### src/rtl/v4l2_ctrl_name_dispatch.sv
// ----------------------------------------------------------------------------
// v4l2_ctrl_name_dispatch
//
// Request/response wrapper in front of the v4l2_ctrl_get_name call interface.
// It accepts one control ID at a time and drives the call's start/id/stall
// inputs. Each returned 64-bit name pointer is queued in a small result FIFO,
// tagged with the ID that produced it.
//
// A request is accepted only when the FSM is idle and the FIFO has a free
// slot. Because only one call is ever in flight, that check reserves the
// slot, so a result never has to wait for FIFO space.
//
// Optional feature (macro V4L2_NAME_NULL_FILTER_EN):
//   When defined, a result with a null name pointer is not queued. Instead a
//   saturating 16-bit drop counter is incremented.
//   When undefined, every result is queued and drop_count is tied to 0.
//
// Parameters:
//   FIFO_DEPTH       result FIFO entries (power of two, >= 2)
// Ports:
//   clock            sole clock
//   resetn           asynchronous active-low reset (shared with get_name)
//   req_valid/ready  ID request handshake; req_id is the control ID
//   call_start       get_name start
//   call_busy        get_name busy
//   call_id          get_name id (held stable while the call is issued)
//   call_done        get_name done
//   call_returndata  get_name returndata (name pointer)
//   call_stall       get_name stall (low only while waiting for done)
//   rsp_valid/ready  result handshake; rsp_id/rsp_name give the FIFO head
//   drop_count       saturating count of filtered null results
// ----------------------------------------------------------------------------
module v4l2_ctrl_name_dispatch #(
   parameter int FIFO_DEPTH = 4
) (
   input  logic        clock,
   input  logic        resetn,
   input  logic        req_valid,
   output logic        req_ready,
   input  logic [31:0] req_id,
   output logic        call_start,
   input  logic        call_busy,
   output logic [31:0] call_id,
   input  logic        call_done,
   input  logic [63:0] call_returndata,
   output logic        call_stall,
   output logic        rsp_valid,
   input  logic        rsp_ready,
   output logic [31:0] rsp_id,
   output logic [63:0] rsp_name,
   output logic [15:0] drop_count
);

   // state | meaning
   // ------+-------------------------------------------------------------
   // IDLE  | no call in flight; accept a request if a FIFO slot is free
   // ISSUE | call_start high with call_id; wait for get_name to take it
   // WAIT  | call accepted; stall released; wait for call_done

   localparam int AW = (FIFO_DEPTH > 1) ? $clog2(FIFO_DEPTH) : 1;
   localparam int CW = AW + 1;
   localparam logic [CW-1:0] DEPTH_C = CW'(FIFO_DEPTH);

   typedef enum logic [1:0] {
      ST_IDLE  = 2'd0,
      ST_ISSUE = 2'd1,
      ST_WAIT  = 2'd2
   } state_t;

   state_t        state;
   state_t        state_nxt;
   logic          ready_en;
   logic          slot_free;
   logic          accept;
   logic          done_in_wait;
   logic          null_result;
   logic          push;
   logic          pop;
   logic [AW-1:0] wr_ptr;
   logic [AW-1:0] rd_ptr;
   logic [CW-1:0] fifo_count;
   logic [95:0]   mem [FIFO_DEPTH];

   // ready_en keeps req_ready low while reset is asserted and opens it on the
   // first clock after release.
   assign slot_free    = ready_en && (fifo_count < DEPTH_C);
   assign accept       = req_valid && req_ready;
   assign done_in_wait = (state == ST_WAIT) && call_done;

`ifdef V4L2_NAME_NULL_FILTER_EN
   assign null_result = (call_returndata == 64'd0);
`else
   assign null_result = 1'b0;
`endif

   assign push = done_in_wait && !null_result;
   assign pop  = rsp_valid && rsp_ready;

   always_comb begin
      state_nxt  = state;
      req_ready  = 1'b0;
      call_start = 1'b0;
      call_stall = 1'b1;
      case (state)
         ST_IDLE: begin
            req_ready = slot_free;
            if (req_valid && slot_free) begin
               state_nxt = ST_ISSUE;
            end
         end
         ST_ISSUE: begin
            call_start = 1'b1;
            if (!call_busy) begin
               state_nxt = ST_WAIT;
            end
         end
         ST_WAIT: begin
            call_stall = 1'b0;
            if (call_done) begin
               state_nxt = ST_IDLE;
            end
         end
         default: begin
            state_nxt = ST_IDLE;
         end
      endcase
   end

   always_ff @(posedge clock or negedge resetn) begin
      if (!resetn) begin
         state    <= ST_IDLE;
         ready_en <= 1'b0;
         call_id  <= 32'd0;
      end else begin
         state    <= state_nxt;
         ready_en <= 1'b1;
         if (accept) begin
            call_id <= req_id;
         end
      end
   end

   // Result FIFO. Pointers wrap naturally because the depth is a power of two.
   always_ff @(posedge clock or negedge resetn) begin
      if (!resetn) begin
         wr_ptr     <= '0;
         rd_ptr     <= '0;
         fifo_count <= '0;
      end else begin
         if (push) begin
            wr_ptr <= wr_ptr + 1'b1;
         end
         if (pop) begin
            rd_ptr <= rd_ptr + 1'b1;
         end
         case ({push, pop})
            2'b10:   fifo_count <= fifo_count + 1'b1;
            2'b01:   fifo_count <= fifo_count - 1'b1;
            default: fifo_count <= fifo_count;
         endcase
      end
   end

   // Storage is not reset. The outputs are gated with rsp_valid, so stale
   // entries are never visible.
   always_ff @(posedge clock) begin
      if (push) begin
         mem[wr_ptr] <= {call_id, call_returndata};
      end
   end

   assign rsp_valid = (fifo_count != '0);
   assign rsp_id    = rsp_valid ? mem[rd_ptr][95:64] : 32'd0;
   assign rsp_name  = rsp_valid ? mem[rd_ptr][63:0]  : 64'd0;

`ifdef V4L2_NAME_NULL_FILTER_EN
   always_ff @(posedge clock or negedge resetn) begin
      if (!resetn) begin
         drop_count <= 16'd0;
      end else if (done_in_wait && null_result && (drop_count != 16'hFFFF)) begin
         drop_count <= drop_count + 16'd1;
      end
   end
`else
   assign drop_count = 16'd0;
`endif

endmodule

### config.mk
export PLATFORM = sky130hd
export DESIGN_NAME = v4l2_ctrl_name_dispatch
export DESIGN_NICKNAME = d
export VERILOG_FILES = /design/src/rtl/v4l2_ctrl_name_dispatch.sv
export SDC_FILE = /design/constraint.sdc
export NUM_CORES = 1
export LEC_CHECK = 0
export BUFFER_PORTS_ARGS = -buffer_cell sky130_fd_sc_hd__buf_2
export CELL_PAD_IN_SITES_DETAIL_PLACEMENT = 1
export CELL_PAD_IN_SITES_GLOBAL_PLACEMENT = 1
export CORE_ASPECT_RATIO = 0.6
export CORE_MARGIN = 2
export CORE_UTILIZATION = 30
export CTS_CLUSTER_SIZE = 8
export DETAILED_ROUTE_END_ITERATION = 8
export GPL_TIMING_DRIVEN = 0
export PLACE_DENSITY = 0.49
export SLEW_MARGIN = 20
export SYNTH_ARGS = -nofsm -noshare
export SYNTH_HDL_FRONTEND = slang
export SYNTH_SLANG_ARGS = --single-unit
### constraint.sdc
create_clock -name clock -period 11 [get_ports clock]
set_clock_uncertainty 0.05 [all_clocks]
set_input_delay 2.2 -clock clock [delete_from_list [all_inputs] [get_ports clock]]
set_output_delay 2.2 -clock clock [all_outputs]
set_load 0.02 [all_outputs]
==> out/metrics.yaml, run 1 <==
status:
  status: "completed"
clocking:
  cts_hold_buf: 0
  clock_latency_ps: 590
  cts_setup_buffers: 0
  cts_resized: 0
  tritoncts: "yes"
  cts_buffers: 59
  clockBufferDepth: 3
  clkSinkCount: 426
  cts_htree_levels: 2
  cts_root_buf: "clkbuf_16"
  clk_pin_slew_ps: 60
sta:
  period_minus_slack_ps: 5138
  finalHoldViolCount: 0
  rsz0062_at_grt: "false"
  fmax_ghz: 0.1946
  slew_headroom_pct: 46.97
  finalCritPeriodShare_pct: 46.71
  slew_viol_final: 0
  setup_violations: 0
  tightestPinTransition_ps: 795.4
  fin_tns_setup_ps: 0
placed_design:
  gp_congestion: 0.6710
  port_buffers: 233
  placed_cell_area_um2: 18670
  hpwl_um: 24010
final_layout:
  fin_area_um2: 20310
  layout_commonest_cell: "edfxtp_1"
  fillers: 5356
  final_cell_mix: "edfxtp_1, buf_2, and2_1, mux4_2, clkbuf_16"
  nets: 1167
  register_area_um2: 12580
  drive_above_1_share_pct: 43.79
  multi_input_area_um2: 3465
  syn2layout_area_growth_pct: 24.44
die:
  core_um2: 54010
  io_pins: 250
  fp-row-count: 66
  fp.dieH_um: 184.7
  die_w_um: 305.2
  start_util_pct: 30.23
  dieArea_um2: 56360
power:
  p_per_area_nw_per_um2: 274.4
  ir_drop_mv: 0.1347
  power_leakage_uw: 0.007166
critical_path:
  worst_ep_arrival_time_ps: 2890
  r2r_slack_ps: 8570
  worstPathRequired_ps: 8750
  cp-start-kind: "flop"
  path_class: "flop to output port"
  path_max_fanout: 11
  crit_path_end_kind: "output port"
detailed_routing:
  drt-pass1-iter-count: 4
  drtIter0Drc: 416
  antenna_left: 0
  routed_via_density: 4.455
  vias: 8037
  postRouteWirelength_um: 38380
  drc: 0
  wl_per_cell_um: 21.27
grt:
  grtUsageTotal_pct: 13.66
  grt_pass1_vias: 8928
  grt_antenna_before_repair: 2
  grt_max_degree: 43
  grt-ovfl-total: 0
  grt_pass1_wl_um: 57390
yosys:
  ys_seq_elements: 426
  syn-cell-area_um2: 16320
  synth_cell_types: 26
  ys_seq_area_share_pct: 77.08
  synth_top_area_share_pct: 70.64
  synth_largest_area_cell: "edfxtp_1"
  synthTopCellsByArea: "edfxtp_1, mux4_2, dfrtp_1, and2_1, mux2_2"
  netlist_instances: 742
  synth_warnings: 0
  postSynthAreaPerCell_um2: 22.00
job:
  cap_violations: 0
min_path:
  min_path_type: "flop to flop"
[sequential cells by signal (all words and copies together), names as in the netlist]
| register | cells |
|---|---|
| rd_ptr | 2 |
| fifo_count | 3 |
| state | 2 |
| mem | 384 |
| call_id | 32 |
| wr_ptr | 2 |
| ready_en | 1 |
[where the power goes]
part           total, uW  leakage (uW)  internal [uW]  switching [uW]
clock               1630      0.000782            975             659
combinational       1820       0.00242            773            1050
sequential          2120       0.00396           1990             126
[per-layer routing]
metal  GRT usage, %  up-vias  routed length [um]
li1               -     3571                   -
met1          19.50     4221               18200
met2          21.24      182               17680
met3          3.208       63                1807
met4          3.113        0                 689
met5              0        -                   0
[worst max-delay path, cell delays in order, from the launching register on]
cell and delay, ps:
dfrtp_1 450, or3_1 130, buf_2 370, clkbuf_1 530, clkbuf_1 400, and2_1 230
buf_2 180
[synthesized netlist by cell type]
library cell  count
ha_1              5
nor4b_4           1
buf_6             3
mux2i_1           1
dfrtp_1          42
buf_2            16
and2_1          101
xnor2_1           3
nand2_1           2
fa_1              1
conb_1            2
xor2_1            3
o21ai_0           1
buf_12            1
nand2b_1          2
nor2b_1           1
inv_1             7
buf_4            17
or3_1             1
mux4_2           96
mux2_2           33
nand2_2           1
nor2_1            2
clkbuf_1         15
nand3_1           1
edfxtp_1        384
[per-stage QoR]
step	util (%)	power, uW	setup slack (ps)	cells	hold slack [ps]
CTS	37.60	5698	5711	1801	451.4
global route	37.60	5883	5600	1801	485.4
finish	37.61	5573	5862	1804	443.5
global placement	34.14	4022	3209	1704	433.2
detailed placement	34.58	4033	6370	1712	440.5
floorplan	-	3347	5703	757	411.2
[path summary, 6_finish.rpt]
check / start / end / depth (start not counted)
min: fifo_count[0] / fifo_count[0] / 1
max in group asynchronous: resetn / call_id[24] / 1
max: fifo_count[2] / rsp_name[33] / 6
min in group asynchronous: resetn / call_id[20] / 1
min reg2reg: fifo_count[0] / fifo_count[0] / 1
max reg2reg: fifo_count[2] / fifo_count[2] / 9
[final cells by class]
cell class / count / share of cell area [%]
tap: 714 / 4.398
inverter: 7 / 0.1293
clock inverter: 4 / 0.2956
antenna: 3 / 0.03695
buffer: 52 / 1.564
multi-input combinational: 272 / 17.05
timing repair buffer: 241 / 6.837
clock buffer: 85 / 7.748
sequential: 426 / 61.94
[cell families (layout without fill, tap and decap cells)]
kind of cell / Yosys count / after routing / share of synthesized area (%)
other: 2 / 20 / 0.04600
DFF: 426 / 426 / 77.08
buffers and inverters: 59 / 389 / 2.108
muxes: 130 / 130 / 15.58
adders and majority gates: 6 / 6 / 0.5059
AOI/OAI and AO/OA: 1 / 1 / 0.03063
xor gates and xnor gates: 6 / 6 / 0.3220
and+or+nand+nor: 112 / 112 / 4.331
Power figures use the tool's default switching activity.
==> run 2, diff against run 1 <==
--- a/config.mk
+++ b/config.mk
@@ -14,7 +14,7 @@
 export CTS_CLUSTER_SIZE = 8
 export DETAILED_ROUTE_END_ITERATION = 8
 export GPL_TIMING_DRIVEN = 0
-export PLACE_DENSITY = 0.49
+export PLACE_DENSITY = 0.51
 export SLEW_MARGIN = 20
 export SYNTH_ARGS = -nofsm -noshare
 export SYNTH_HDL_FRONTEND = slang
==> constraint.sdc (replaced) <==
create_clock -name clock -period 4.2 [get_ports clock]
set_clock_uncertainty 0.05 [all_clocks]
set_input_delay 0.84 -clock clock [delete_from_list [all_inputs] [get_ports clock]]
set_output_delay 0.84 -clock clock [all_outputs]
set_load 0.02 [all_outputs]
==> out/metrics.yaml, run 2 (same netlist as run 1, synthesis figures left out) <==
power:
  p_int_uw: 9813
  p_sw_uw: 4788
  p_clk_share_pct: 29.5
  power_leakage_uw: 0.007172
  p_per_area_nw_per_um2: 718.0
  p_sw_share_pct: 32.79
  ir_drop_mv: 0.2904
  power_frac_comb_pct: 32.6
  seq_power_share_pct: 38.0
final_layout:
  nets: 1167
  largest_reg_flops: 384
  drive_above_1_share_pct: 43.47
  final_cell_mix: "edfxtp_1, buf_2, and2_1, mux4_2, clkbuf_16"
  layout_commonest_cell: "edfxtp_1"
  final_core_util_pct: 37.65
  syn2layout_area_growth_pct: 24.57
  fin_area_um2: 20330
  top_register: "mem"
  largest_registers: "mem (384), call_id (32), fifo_count (3)"
sta:
  layout_setup_ws_ps: 489.6
  slew_headroom_pct: 49.35
  slew_viol_final: 0
  tightestPinTransition_ps: 759.8
  finalCritPeriodShare_pct: 88.34
  rsz0062_at_grt: "false"
  period_minus_slack_ps: 3710
  setup_violations: 0
  finalHoldViolCount: 0
  fmax_ghz: 0.2695
critical_path:
  max_stage_delay_ps: 520
  path_buf_inv: 4
  crit_path_end_kind: "output port"
  worst_ep_arrival_time_ps: 2820
  path_class: "flop to output port"
  worstPathRequired_ps: 3310
  crit_chain: "or3_1 > buf_2 > clkbuf_1 > clkbuf_1 > and2_1 > buf_2"
  cp-start-kind: "flop"
  path_max_fanout: 10
  cp_top_family: "buffers and inverters"
  crit_slowest_cell: "clkbuf_1"
  r2r_slack_ps: 1760
grt:
  grt_pass1_wl_um: 57160
  grt_pass1_vias: 8925
  grt-ovfl-total: 0
  grt_max_degree: 43
  grtUsageTotal_pct: 13.53
  grt_antenna_before_repair: 3
detailed_routing:
  drt-pass1-iter-count: 4
  wl_met1_um: 17300
  vias: 7987
  routed_via_density: 4.413
  postRouteWirelength_um: 37740
  wl_per_cell_um: 20.85
  drc: 0
  route.top_layer_used: "met5"
  wl_met2_um: 18040
  antenna_left: 0
  wl_met3_um: 1812
  drtIter0Drc: 375
die:
  dieArea_um2: 56360
  io_pins: 250
  core_um2: 54010
  fp-row-count: 66
  start_util_pct: 30.23
  fp.dieH_um: 184.7
  die_w_um: 305.2
placed_design:
  placed_cell_area_um2: 18670
  dpl_worst_slack_ps: 942.7
  port_buffers: 233
  hpwl_um: 23700
  gp_congestion: 0.6739
clocking:
  clkSinkCount: 426
  clock_latency_ps: 590
  clk_pin_slew_ps: 50
  cts_resized: 0
  cts_hold_buf: 0
  cts_htree_levels: 2
  clockBufferDepth: 3
  cts_setup_buffers: 0
  cts_buffers: 59
  tritoncts: "yes"
  cts_root_buf: "clkbuf_16"
min_path:
  min_path_type: "input port to asynchronous set/reset pin"
job:
  cap_violations: 0
status:
  status: "completed"
==> run 2: cell count changes in the layout (fill, tap and decap cells not counted), sizes merged <==
| cell | change |
|---|---|
| diode | -2 |
| clkbuf | +8 |
==> run 2: power by group through the flow <==
| stage | combinational (uW) | sequential (uW) | clock [uW] |
|---|---|---|---|
| 2_1_floorplan | 3050 | 5710 | 0 |
| 3_3_place_gp | 4870 | 5650 | 0 |
| 3_5_place_dp | 4920 | 5640 | 0 |
| 4_1_cts | 4930 | 5560 | 4460 |
| 5_1_grt | 5160 | 5610 | 4650 |
| 6_report | 4760 | 5540 | 4300 |
==> run 2: worst reg2reg max path, delay by kind of cell, from the launching register on <==
family | cells | cell delay, ps
fa+ha+maj | 2 | 600
simple gates | 3 | 560
flops | 1 | 430
buf+inv | 2 | 420
xor+xnor | 2 | 300
==> run 2: final timing paths <==
path,start,cells after the start,endpoint
min in group clock,call_returndata[51],1,mem[2][51]
max in group asynchronous,resetn,1,call_id[6]
setup / recovery,fifo_count[2],6,rsp_name[24]
hold reg to reg,fifo_count[0],1,fifo_count[0]
setup reg to reg,fifo_count[2],9,fifo_count[2]
hold / removal,resetn,1,call_id[17]
==> run 2: layer usage <==
layer | track usage (%) | up-vias
li1 | - | 3572
met3 | 3.070 | 54
met2 | 21.95 | 179
met5 | 0 | -
met1 | 18.69 | 4180
met4 | 2.877 | 2
==> run 2: final cells by class <==
class / count / area [um^2]
antenna: 1 / 2.502
buffer: 52 / 317.8
clock buffer: 93 / 1604
clock inverter: 4 / 62.56
fill: 5364 / 33670
inverter: 7 / 26.28
multi-input combinational: 272 / 3465
sequential: 426 / 12580
tap: 714 / 893.4
timing repair buffer: 241 / 1381
==> run 2: per-stage QoR <==
stage	instances	TNS [ps]	total power (uW)	hold WS, ps
CTS	1809	0	14950	233.8
finish	1810	0	14600	244.4
global route	1809	0	15420	259.1
floorplan	757	0	8766	411.2
global placement	1704	-821310	10520	437.4
detailed placement	1712	0	10560	458.8
